**src/rtl/fft_pkg.sv**
```systemverilog
// Shared definitions for the FFT bin readout path: FSM state encoding and
// default geometry (log2 FFT length, packed {re,im} bin word width).
package fft_pkg;

    localparam int FFT_BIT_WIDTH  = 10;
    localparam int FFT_DATA_WIDTH = 32;

    typedef enum logic [1:0] {
        IDLE  = 2'd0,
        READ  = 2'd1,
        DRAIN = 2'd2
    } fft_state_e;

endpackage

```
**src/rtl/fft_bin_skid_fifo.sv**
```systemverilog
// Two-entry valid/ready output FIFO. The head entry stays put while the
// consumer stalls, so rd_data is stable whenever rd_valid && !rd_ready.
module fft_bin_skid_fifo #(
    parameter int WIDTH = 8
) (
    input  logic             clk,
    input  logic             reset,
    input  logic             wr_en,
    input  logic [WIDTH-1:0] wr_data,
    output logic [1:0]       count,
    output logic             rd_valid,
    input  logic             rd_ready,
    output logic [WIDTH-1:0] rd_data
);

    logic [WIDTH-1:0] mem [2];
    logic             wr_ptr;
    logic             rd_ptr;
    logic             push;
    logic             pop;

    assign rd_valid = (count != 2'd0);
    assign rd_data  = mem[rd_ptr];
    assign pop      = rd_valid && rd_ready;
    assign push     = wr_en && (count != 2'd2);

    // Storage, pointers and occupancy; reset zeroes the entries so outputs read 0.
    always_ff @(posedge clk) begin
        if (reset) begin
            for (int unsigned i = 0; i < 2; i++) begin
                mem[i] <= '0;
            end
            wr_ptr <= 1'b0;
            rd_ptr <= 1'b0;
            count  <= 2'd0;
        end else begin
            if (push) begin
                mem[wr_ptr] <= wr_data;
                wr_ptr      <= ~wr_ptr;
            end
            if (pop) begin
                rd_ptr <= ~rd_ptr;
            end
            count <= count + 2'(push) - 2'(pop);
        end
    end

endmodule

```
**src/rtl/fft_bin_reader.sv**
```systemverilog
// Streams one FFT frame out of the bin RAM in natural bin order.
// Reads are credit-limited so the 2-entry output FIFO can never overflow,
// giving one beat per cycle when downstream is always ready.
// Build option: define FFT_BIN_READER_BITREV_EN when the RAM holds the
// FFT output in bit-reversed order; addresses are then bit-reversed while
// m_index stays in natural order.
module fft_bin_reader
    import fft_pkg::*;
#(
    parameter int BIT_WIDTH  = FFT_BIT_WIDTH,
    parameter int DATA_WIDTH = FFT_DATA_WIDTH
) (
    input  logic                  clk,
    input  logic                  reset,
    input  logic                  start,
    output logic                  busy,
    output logic                  done,
    output logic                  mem_rd_en,
    output logic [BIT_WIDTH-1:0]  mem_rd_addr,
    input  logic [DATA_WIDTH-1:0] mem_rd_data,
    output logic                  m_valid,
    input  logic                  m_ready,
    output logic [DATA_WIDTH-1:0] m_data,
    output logic [BIT_WIDTH-1:0]  m_index,
    output logic                  m_last
);

    localparam int                   PW       = DATA_WIDTH + BIT_WIDTH + 1;
    localparam logic [BIT_WIDTH-1:0] LAST_IDX = '1;

    fft_state_e           state;
    logic [BIT_WIDTH-1:0] idx;
    logic [BIT_WIDTH-1:0] pend_idx;
    logic                 rd_pending;
    logic [1:0]           fifo_count;
    logic                 pop;
    logic [2:0]           credit_use;
    logic [PW-1:0]        fifo_wr_data;
    logic [PW-1:0]        fifo_rd_data;

    assign pop        = m_valid && m_ready;
    // A pop implies at least one buffered entry, so this never underflows.
    assign credit_use = 3'(fifo_count) + 3'(rd_pending) - 3'(pop);
    assign mem_rd_en  = (state == READ) && (credit_use < 3'd2);

`ifdef FFT_BIN_READER_BITREV_EN
    // RAM holds bit-reversed order: mirror the natural index onto the address.
    always_comb begin
        mem_rd_addr = '0;
        for (int unsigned b = 0; b < BIT_WIDTH; b++) begin
            mem_rd_addr[b] = idx[BIT_WIDTH-1-b];
        end
    end
`else
    assign mem_rd_addr = idx;
`endif

    // Frame sequencing, read tracking and registered busy/done.
    always_ff @(posedge clk) begin
        if (reset) begin
            state      <= IDLE;
            idx        <= '0;
            pend_idx   <= '0;
            rd_pending <= 1'b0;
            busy       <= 1'b0;
            done       <= 1'b0;
        end else begin
            done       <= 1'b0;
            rd_pending <= mem_rd_en;
            if (mem_rd_en) begin
                pend_idx <= idx;
            end
            case (state)
                IDLE: begin
                    if (start) begin
                        state <= READ;
                        idx   <= '0;
                        busy  <= 1'b1;
                    end
                end
                READ: begin
                    if (mem_rd_en) begin
                        if (idx == LAST_IDX) begin
                            state <= DRAIN;
                        end else begin
                            idx <= idx + 1'b1;
                        end
                    end
                end
                DRAIN: begin
                    // Finish when the FIFO empties this cycle with nothing in flight.
                    if (!rd_pending && (fifo_count == 2'(pop))) begin
                        state <= IDLE;
                        busy  <= 1'b0;
                        done  <= 1'b1;
                    end
                end
                default: state <= IDLE;
            endcase
        end
    end

    assign fifo_wr_data = {mem_rd_data, pend_idx, (pend_idx == LAST_IDX)};

    fft_bin_skid_fifo #(
        .WIDTH (PW)
    ) u_fifo (
        .clk      (clk),
        .reset    (reset),
        .wr_en    (rd_pending),
        .wr_data  (fifo_wr_data),
        .count    (fifo_count),
        .rd_valid (m_valid),
        .rd_ready (m_ready),
        .rd_data  (fifo_rd_data)
    );

    assign {m_data, m_index, m_last} = fifo_rd_data;

endmodule

```
**config.mk**
```make
export PLATFORM = sky130hd
export DESIGN_NAME = fft_bin_reader
export DESIGN_NICKNAME = d
export VERILOG_FILES = /design/src/rtl/fft_pkg.sv /design/src/rtl/fft_bin_skid_fifo.sv /design/src/rtl/fft_bin_reader.sv
export SDC_FILE = /design/constraint.sdc
export NUM_CORES = 1
export LEC_CHECK = 0
export CAP_MARGIN = 20
export CORE_ASPECT_RATIO = 0.9
export CORE_UTILIZATION = 60
export DETAILED_ROUTE_END_ITERATION = 10
export DONT_BUFFER_PORTS = 1
export PLACE_DENSITY = 0.72
export RECOVER_POWER = 25
export REMOVE_ABC_BUFFERS = 1
export SLEW_MARGIN = 20
export SYNTH_ARGS = -nofsm -noshare
export SYNTH_HDL_FRONTEND = slang
export SYNTH_SLANG_ARGS = --single-unit
```
**constraint.sdc**
```tcl
create_clock -name clk -period 6.6 [get_ports clk]
set_input_delay 0.66 -clock clk [delete_from_list [all_inputs] [get_ports clk]]
set_output_delay 0.66 -clock clk [all_outputs]
set_load 0.005 [all_outputs]
```
==> flow_metrics.env, run 1 <==
export IMPL_status="complete, but fails checks"
export IMPL_violations="max-capacitance violations, max-slew violations"
export IMPL_period_needed_ns=4.38
export IMPL_seq_area_frac_synth_pct=61.5
export IMPL_hold_slack_ns=0.219
export IMPL_insertedDiodeCount=0
export IMPL_fin_crit_sh_pct=66.4
export IMPL_yosysUniqueCellTypes=47
export IMPL_criticalPathCategory="reg2out"
export IMPL_hpwl_um=5520
export IMPL_max_freq_mhz=228
export IMPL_arrival_ns=3.72
export IMPL_synth_compound_area_share_pct=4.64
export IMPL_grt_pass1_wl_um=14900
export IMPL_synthAdderAreaFrac_pct=1.35
export IMPL_hold_path_class="in2reg"
export IMPL_ctsHoldBuffers=0
export IMPL_die_h_um=90.1
export IMPL_r2r_slack_ns=2.91
export IMPL_ys_seq_elements=116
export IMPL_pin_count=93
export IMPL_synth_top_family_by_area="simple AND/OR/NAND/NOR gates"
export IMPL_maxSlewHeadroom_pct=-63.2
export IMPL_fin_skew_ns=0.00810
export IMPL_finalHoldViolCount=0
export IMPL_syn_inst=408
export IMPL_final_layout_size_suffix_gt1_share_pct=20.2
export IMPL_wirelength_um=9300
export IMPL_nNetsFinal=448
export IMPL_p_clk_share_pct=38.8
export IMPL_p_per_area_mw_per_mm2=374
export IMPL_synth_area_leaders="edfxtp_1, dfxtp_1, and2_1"
export IMPL_intPower_mw=1.59
export IMPL_synth_edf_count=86
export IMPL_via_count=3036
export IMPL_fill_cells=624
export IMPL_yosys_area_top_type="edfxtp_1"
export IMPL_cts_clk_slew_worst_paths_ns=0.06
export IMPL_ctsRootBufferMaster="clkbuf_8"
export IMPL_yosysTopAreaCellShare_pct=49.9
export IMPL_drt_initial_drc_count=133
export IMPL_seqPwrFrac_pct=43.3
export IMPL_antenna_found_initial=0
export IMPL_multi_input_area_sq_mm=0.00187
export IMPL_regArea_sq_mm=0.00318
export IMPL_cp_end_kind="output pin"
export IMPL_ys_flop_type="edfxtp_1"
export IMPL_htreeDepth=4
export IMPL_synth_area_sq_mm=0.00518
export IMPL_place_gp_congestion=0.867
export IMPL_min_delay_start="reset"
export IMPL_cts_tree="done"
export IMPL_fin_tns_setup_ns=0
export IMPL_reg2regPathDepth=5
export IMPL_port_buffers=0
export IMPL_power_leakage_nw=2.12
export IMPL_grt_setup_unrepaired="no"
export IMPL_start_kind="register"
export IMPL_required_ns=5.94
export IMPL_clk_path_buf_depth=2
export IMPL_timing_rr_start="u_fifo.count[1]$_SDFF_PP0_"
export IMPL_ant_nets=0
export IMPL_use_met1_pct=25.3
export IMPL_hold_end="pend_idx[1]$_SDFFE_PP0P_"
export IMPL_die_area_sq_mm=0.00900
export IMPL_drc=0
export IMPL_vdd_ir_drop_worst_mv=0.238
export IMPL_worst_pin_slew_ns=2.45
export IMPL_numCtsBuffers=17
export IMPL_setup_viol=0
export IMPL_hold_path_depth=1
export IMPL_synth_warning_count=0
export IMPL_maxCapViolations=3
export IMPL_report_final_slew_viol_count=133
export IMPL_routed_via_density=5.67
export IMPL_synth_simple_area_share_pct=19.6
export IMPL_core_sq_mm=0.00822
export IMPL_critPathMaxFanout=23
export IMPL_r2r_end="u_fifo.mem[1][9]$_SDFFCE_PN0P_"
export IMPL_power_share_combinational_pct=17.9
export IMPL_use_met2_pct=37.6
export IMPL_synth_xor_area_share_pct=0.846
export IMPL_drt_pass1_iterations=4
export IMPL_post_cts_buffers=0
export IMPL_die_w_um=99.9
export IMPL_ctsResizeCount=0
export IMPL_grt_pass1_vias=3137
export IMPL_clock_latency_ns=0.50
export IMPL_grt_use_total_pct=22.0
export IMPL_grt_max_degree=45
export IMPL_syn2layout_area_growth_pct=12.3
export IMPL_avgSynthCellArea_sq_um=12.7
export IMPL_gr_max_usage_layer="met2"
export IMPL_synthMuxAreaShare_pct=9.35
export IMPL_overflow=0
export IMPL_use_met3_pct=6.61
export IMPL_initial_core_util_pct=63.0
export IMPL_p_switching_mw=0.591
export IMPL_swShare_pct=27.2
export IMPL_cts_sinks=116
export IMPL_avgRoutedWirePerCell_um=17.4
export IMPL_fp_row_count=31
export IMPL_async_reset_ff_share_pct=0
==> cells in the final DEF (no fill, tap or decap), drive strengths merged, types with 2 or more instances in the layout <==
master    count
and2         88
edfxtp       86
mux2         43
nand2        32
dfxtp        30
clkbuf       22
a21oi        15
nand3        11
inv           8
o21ai         7
nor2          6
o211ai        6
nand4         6
clkinvlp      5
clkinv        5
or3           4
a31oi         4
ha            4
nor3          4
xnor2         3
nand3b        3
a32o          3
nor4          3
or2           2
xor2          2
nand4b        2
nor2b         2
bufinv        2
nor3b         2
and3          2
==> synth_stat cells (5+ instances only) <==
| library cell | number |
|---|---|
| and2_1 | 88 |
| edfxtp_1 | 86 |
| mux2_2 | 43 |
| nand2_1 | 31 |
| dfxtp_1 | 30 |
| a21oi_1 | 15 |
| clkbuf_1 | 14 |
| nand3_1 | 10 |
| inv_1 | 6 |
| nor2_1 | 6 |
| o211ai_1 | 6 |
| nand4_1 | 5 |
| o21ai_0 | 5 |
==> worst max-delay path by stage <==
stage	to	from
2_1_floorplan	u_fifo.mem[0][0]$_SDFFCE_PN0P_	u_fifo.count[1]$_SDFF_PP0_
3_3_place_gp	mem_rd_en	u_fifo.count[1]$_SDFF_PP0_
3_5_place_dp	mem_rd_en	u_fifo.count[1]$_SDFF_PP0_
4_1_cts	mem_rd_en	u_fifo.count[1]$_SDFF_PP0_
5_1_grt	mem_rd_en	u_fifo.count[1]$_SDFF_PP0_
6_report	mem_rd_en	u_fifo.count[1]$_SDFF_PP0_
==> area by class of cell <==
type,instances,share of cell area (%)
sequential,116,54.8
clock buffer,19,7.25
timing repair buffer,4,0.538
clock inverter,13,2.30
inverter,7,0.452
tap,115,2.47
multi-input combinational,261,32.2
==> per-stage QoR <==
stage | total power, mW | utilization (%) | std cells | instance area, sq um | setup WS (ns)
after detailed placement | 1.34 | 63.8 | 502 | 5250 | 2.73
after floorplan | 1.24 | - | 384 | 5060 | 2.46
after global placement | 1.33 | 63.8 | 502 | 5250 | 2.87
final | 2.18 | 70.7 | 535 | 5810 | 2.22
after CTS | 2.19 | 70.6 | 534 | 5810 | 2.18
after global routing | 2.27 | 70.7 | 535 | 5810 | 1.88
==> cells by family (layout without fill, tap and decap cells) <==
| family | Yosys count | after routing |
|---|---|---|
| AO/OA/AOI/OAI | 37 | 37 |
| multiplexers | 43 | 43 |
| adder cells (fa/ha/maj) | 5 | 5 |
| XOR/XNOR | 5 | 5 |
| buffers and inverters | 31 | 43 |
| AND/OR/NAND/NOR | 171 | 171 |
| flip-flops | 116 | 116 |
==> routing by layer <==
layer	part of all wire (%)	routed length [um]	vias to the layer above
met5	0	0	-
li1	-	-	1459
met4	1.5	138	0
met2	51	4720	89
met3	6.6	616	13
met1	41	3820	1475
==> worst max-delay path, stage by stage, from the launching register on <==
cell     delay [ns]
dfxtp_1        0.38
or2_2          0.32
and2_0         0.19
ha_1           0.28
inv_1          0.09
nand2_1        0.09
fa_1           0.42
xnor2_1        0.20
nand3_1        0.61
inv_1          0.63
==> flip-flops by register name, indices dropped and copies added (netlist names), named ones only <==
signal / flops
u_fifo.mem: 86
mem_rd_addr: 10
busy: 1
done: 1
rd_pending: 1
u_fifo.count: 2
state: 2
pend_idx: 10
u_fifo.wr_ptr: 1
u_fifo.rd_ptr: 1
==> power by group through the flow <==
| stage | Sequential, mW | Combinational (mW) | Clock [mW] |
|---|---|---|---|
| after floorplan | 0.953 | 0.290 | 0 |
| after global placement | 0.969 | 0.357 | 0 |
| after detailed placement | 0.977 | 0.366 | 0 |
| after CTS | 0.962 | 0.369 | 0.855 |
| after global routing | 0.955 | 0.429 | 0.883 |
| final | 0.942 | 0.390 | 0.844 |
Note: power is estimated with default switching activity, not from simulation.
==> inputs of run 2 (changes only) <==
Settings changed: ABC_AREA from default to 1.
Clock period 6.6 ns to 4.3 ns, I/O delays scaled along.
==> flow_metrics.env, run 2 <==
export IMPL_status="complete, but fails checks"
export IMPL_violations="max-capacitance violations, max-slew violations"
export IMPL_fp_row_count=31
export IMPL_synth_edf_count=86
export IMPL_arrival_ns=3.27
export IMPL_regMostFlops="u_fifo.mem"
export IMPL_ys_seq_elements=116
export IMPL_synthTopCellsByCount="nor2_1, edfxtp_1, inv_1"
export IMPL_antenna_found_initial=0
export IMPL_layout_common_cells="nor2_1, edfxtp_1, inv_1"
export IMPL_clock_latency_ns=0.51
export IMPL_die_h_um=89.5
export IMPL_setup_slack_ns=0.603
export IMPL_vdd_ir_drop_worst_mv=0.454
export IMPL_async_reset_ff_share_pct=0
export IMPL_p_clk_share_pct=36.0
export IMPL_dp_slack_ns=1.13
export IMPL_p_per_area_mw_per_mm2=616
export IMPL_drc=0
export IMPL_cpMostUsedCell="inv_1"
export IMPL_drt_pass1_iterations=4
export IMPL_synth_area_sq_mm=0.00511
export IMPL_die_area_sq_mm=0.00889
export IMPL_total_power_mw=3.52
export IMPL_avgSynthCellArea_sq_um=10.6
export IMPL_cts_clk_slew_worst_paths_ns=0.05
export IMPL_p_switching_mw=1.06
export IMPL_grt_use_total_pct=22.1
export IMPL_maxSlewHeadroom_pct=-46.3
export IMPL_routed_via_density=5.35
export IMPL_criticalPathCategory="reg2out"
export IMPL_numCtsBuffers=17
export IMPL_setup_viol=0
export IMPL_yosysUniqueCellTypes=26
export IMPL_htreeDepth=4
export IMPL_nNetsFinal=526
export IMPL_yosysTopAreaCellShare_pct=50.6
export IMPL_max_stage_delay_ns=0.65
export IMPL_worst_pin_slew_ns=2.20
export IMPL_path_cells="inv_1 > nand2_1 > nand2_1 > inv_1 > ha_1 > inv_1 > nand2_1 > fa_1 > nand4_1 > inv_1"
export IMPL_port_buffers=0
export IMPL_die_w_um=99.3
export IMPL_intPower_mw=2.46
export IMPL_syn2layout_area_growth_pct=11.8
export IMPL_ctsResizeCount=0
export IMPL_hpwl_um=5590
export IMPL_yosys_cell_count_top_type="nor2_1"
export IMPL_swShare_pct=30.1
export IMPL_cts_tree="done"
export IMPL_seqPwrFrac_pct=42.5
export IMPL_place_gp_congestion=0.870
export IMPL_critPathSlowestCell="nand4_1"
export IMPL_synth_warning_count=0
export IMPL_grt_max_degree=45
export IMPL_max_freq_mhz=270
export IMPL_required_ns=3.87
export IMPL_maxCapViolations=1
export IMPL_synth_area_leaders="edfxtp_1, dfxtp_1, mux2_2"
export IMPL_initial_core_util_pct=62.7
export IMPL_ys_flop_type="edfxtp_1"
export IMPL_power_leakage_nw=2.32
export IMPL_report_final_slew_viol_count=45
export IMPL_fin_tns_setup_ns=0
export IMPL_core_sq_mm=0.00815
export IMPL_insertedDiodeCount=0
export IMPL_ant_nets=0
export IMPL_seq_area_frac_synth_pct=62.3
export IMPL_period_needed_ns=3.70
export IMPL_via_count=3186
export IMPL_largest_reg_flops=86
export IMPL_final_layout_size_suffix_gt1_share_pct=17.1
export IMPL_drt_initial_drc_count=156
export IMPL_fin_skew_ns=0.00899
export IMPL_hold_path_class="in2reg"
export IMPL_grt_setup_unrepaired="no"
export IMPL_cp_end_kind="output pin"
export IMPL_yosys_area_top_type="edfxtp_1"
export IMPL_avgRoutedWirePerCell_um=15.9
export IMPL_power_share_combinational_pct=21.5
export IMPL_clk_path_buf_depth=2
export IMPL_syn_inst=482
export IMPL_finalHoldViolCount=0
export IMPL_critPathMaxFanout=22
export IMPL_wirelength_um=9480
export IMPL_final_common_cell="nor2_1"
export IMPL_pin_count=93
export IMPL_cts_sinks=116
export IMPL_start_kind="register"
export IMPL_grt_pass1_wl_um=14400
export IMPL_fin_crit_sh_pct=86.0
export IMPL_grt_pass1_vias=2966
export IMPL_ctsRootBufferMaster="clkbuf_8"
export IMPL_overflow=0
## run 2: cell count changes after synthesis, moves of 10 or more
cell	previous run	this run
nand2_1	31	45
nor2_1	6	110
o21ai_0	5	15
inv_1	6	70
and2_1	88	0
## run 2: power by group through the flow
| stage | sequential, mW | clock, mW | combinational (mW) |
|---|---|---|---|
| after floorplan | 1.48 | 0 | 0.606 |
| after global placement | 1.51 | 0 | 0.726 |
| after detailed placement | 1.52 | 0 | 0.750 |
| after CTS | 1.50 | 1.29 | 0.764 |
| after global routing | 1.52 | 1.33 | 0.841 |
| final | 1.49 | 1.27 | 0.756 |
## run 2: logic make-up (layout without fill, tap and decap cells)
group                      Yosys count  in the layout  synth area share (%)
adders and majority gates            5              5                  1.37
muxes                               43             43                  9.48
AOI/OAI and AO/OA                   38             38                  4.02
DFF                                116            116                  62.3
buffers and inverters               91            106                  7.08
and+or+nand+nor                    188            188                  15.6
xor gates and xnor gates             1              1                 0.171
## run 2: metrics by stage
step           util, %  area, sq um  cells  hold slack [ns]
2_1_floorplan        -         5020    463            0.426
3_3_place_gp      63.5         5170    564            0.443
3_5_place_dp      63.5         5170    564            0.455
4_1_cts           70.2         5720    596           0.0766
5_1_grt           70.1         5710    596           0.0843
6_report          70.1         5710    596           0.0915
## run 2: what timing repair did
item,in CTS,in global routing
hold buffers,1,0
setup buffers,0,0
endpoints found under the setup margin,0,0
endpoints found under the hold margin,10,0
## run 2: layer usage
layer  wire length, um  track usage [%]  vias to the layer above
li1                  -                -                     1583
met3               501             7.27                       12
met1              4280             26.5                     1518
met2              4610             37.8                       73
met4                94             8.56                        0
met5                 0                0                        -
## run 2: worst paths after layout
path                         endpoint                        from  cells after the start  slack (ns)
min reg2reg                  register  u_fifo.rd_ptr$_SDFFE_PP0P_                      1        0.47
max                         mem_rd_en  u_fifo.count[1]$_SDFF_PP0_                     10        0.60
min                 busy$_SDFFE_PP0P_                       start                      2        0.09
max reg2reg  pend_idx[4]$_SDFFE_PP0P_  u_fifo.count[1]$_SDFF_PP0_                     11        1.10
## run 2: worst max-delay path: cells and delay by family (launching register included)
kind | cells | cell delay [ns]
fa+ha+maj | 2 | 0.81
buf+inv | 4 | 0.61
flops | 1 | 0.43
simple gates | 4 | 0.92
## run 2: area by class of cell
cell class,instances,area [sq um]
Clock buffer,18,418
Clock inverter,13,118
Fill cell,619,2430
Inverter,72,270
Multi-Input combinational cell,275,1580
Sequential cell,116,3190
Tap cell,99,124
Timing Repair Buffer,3,21.3
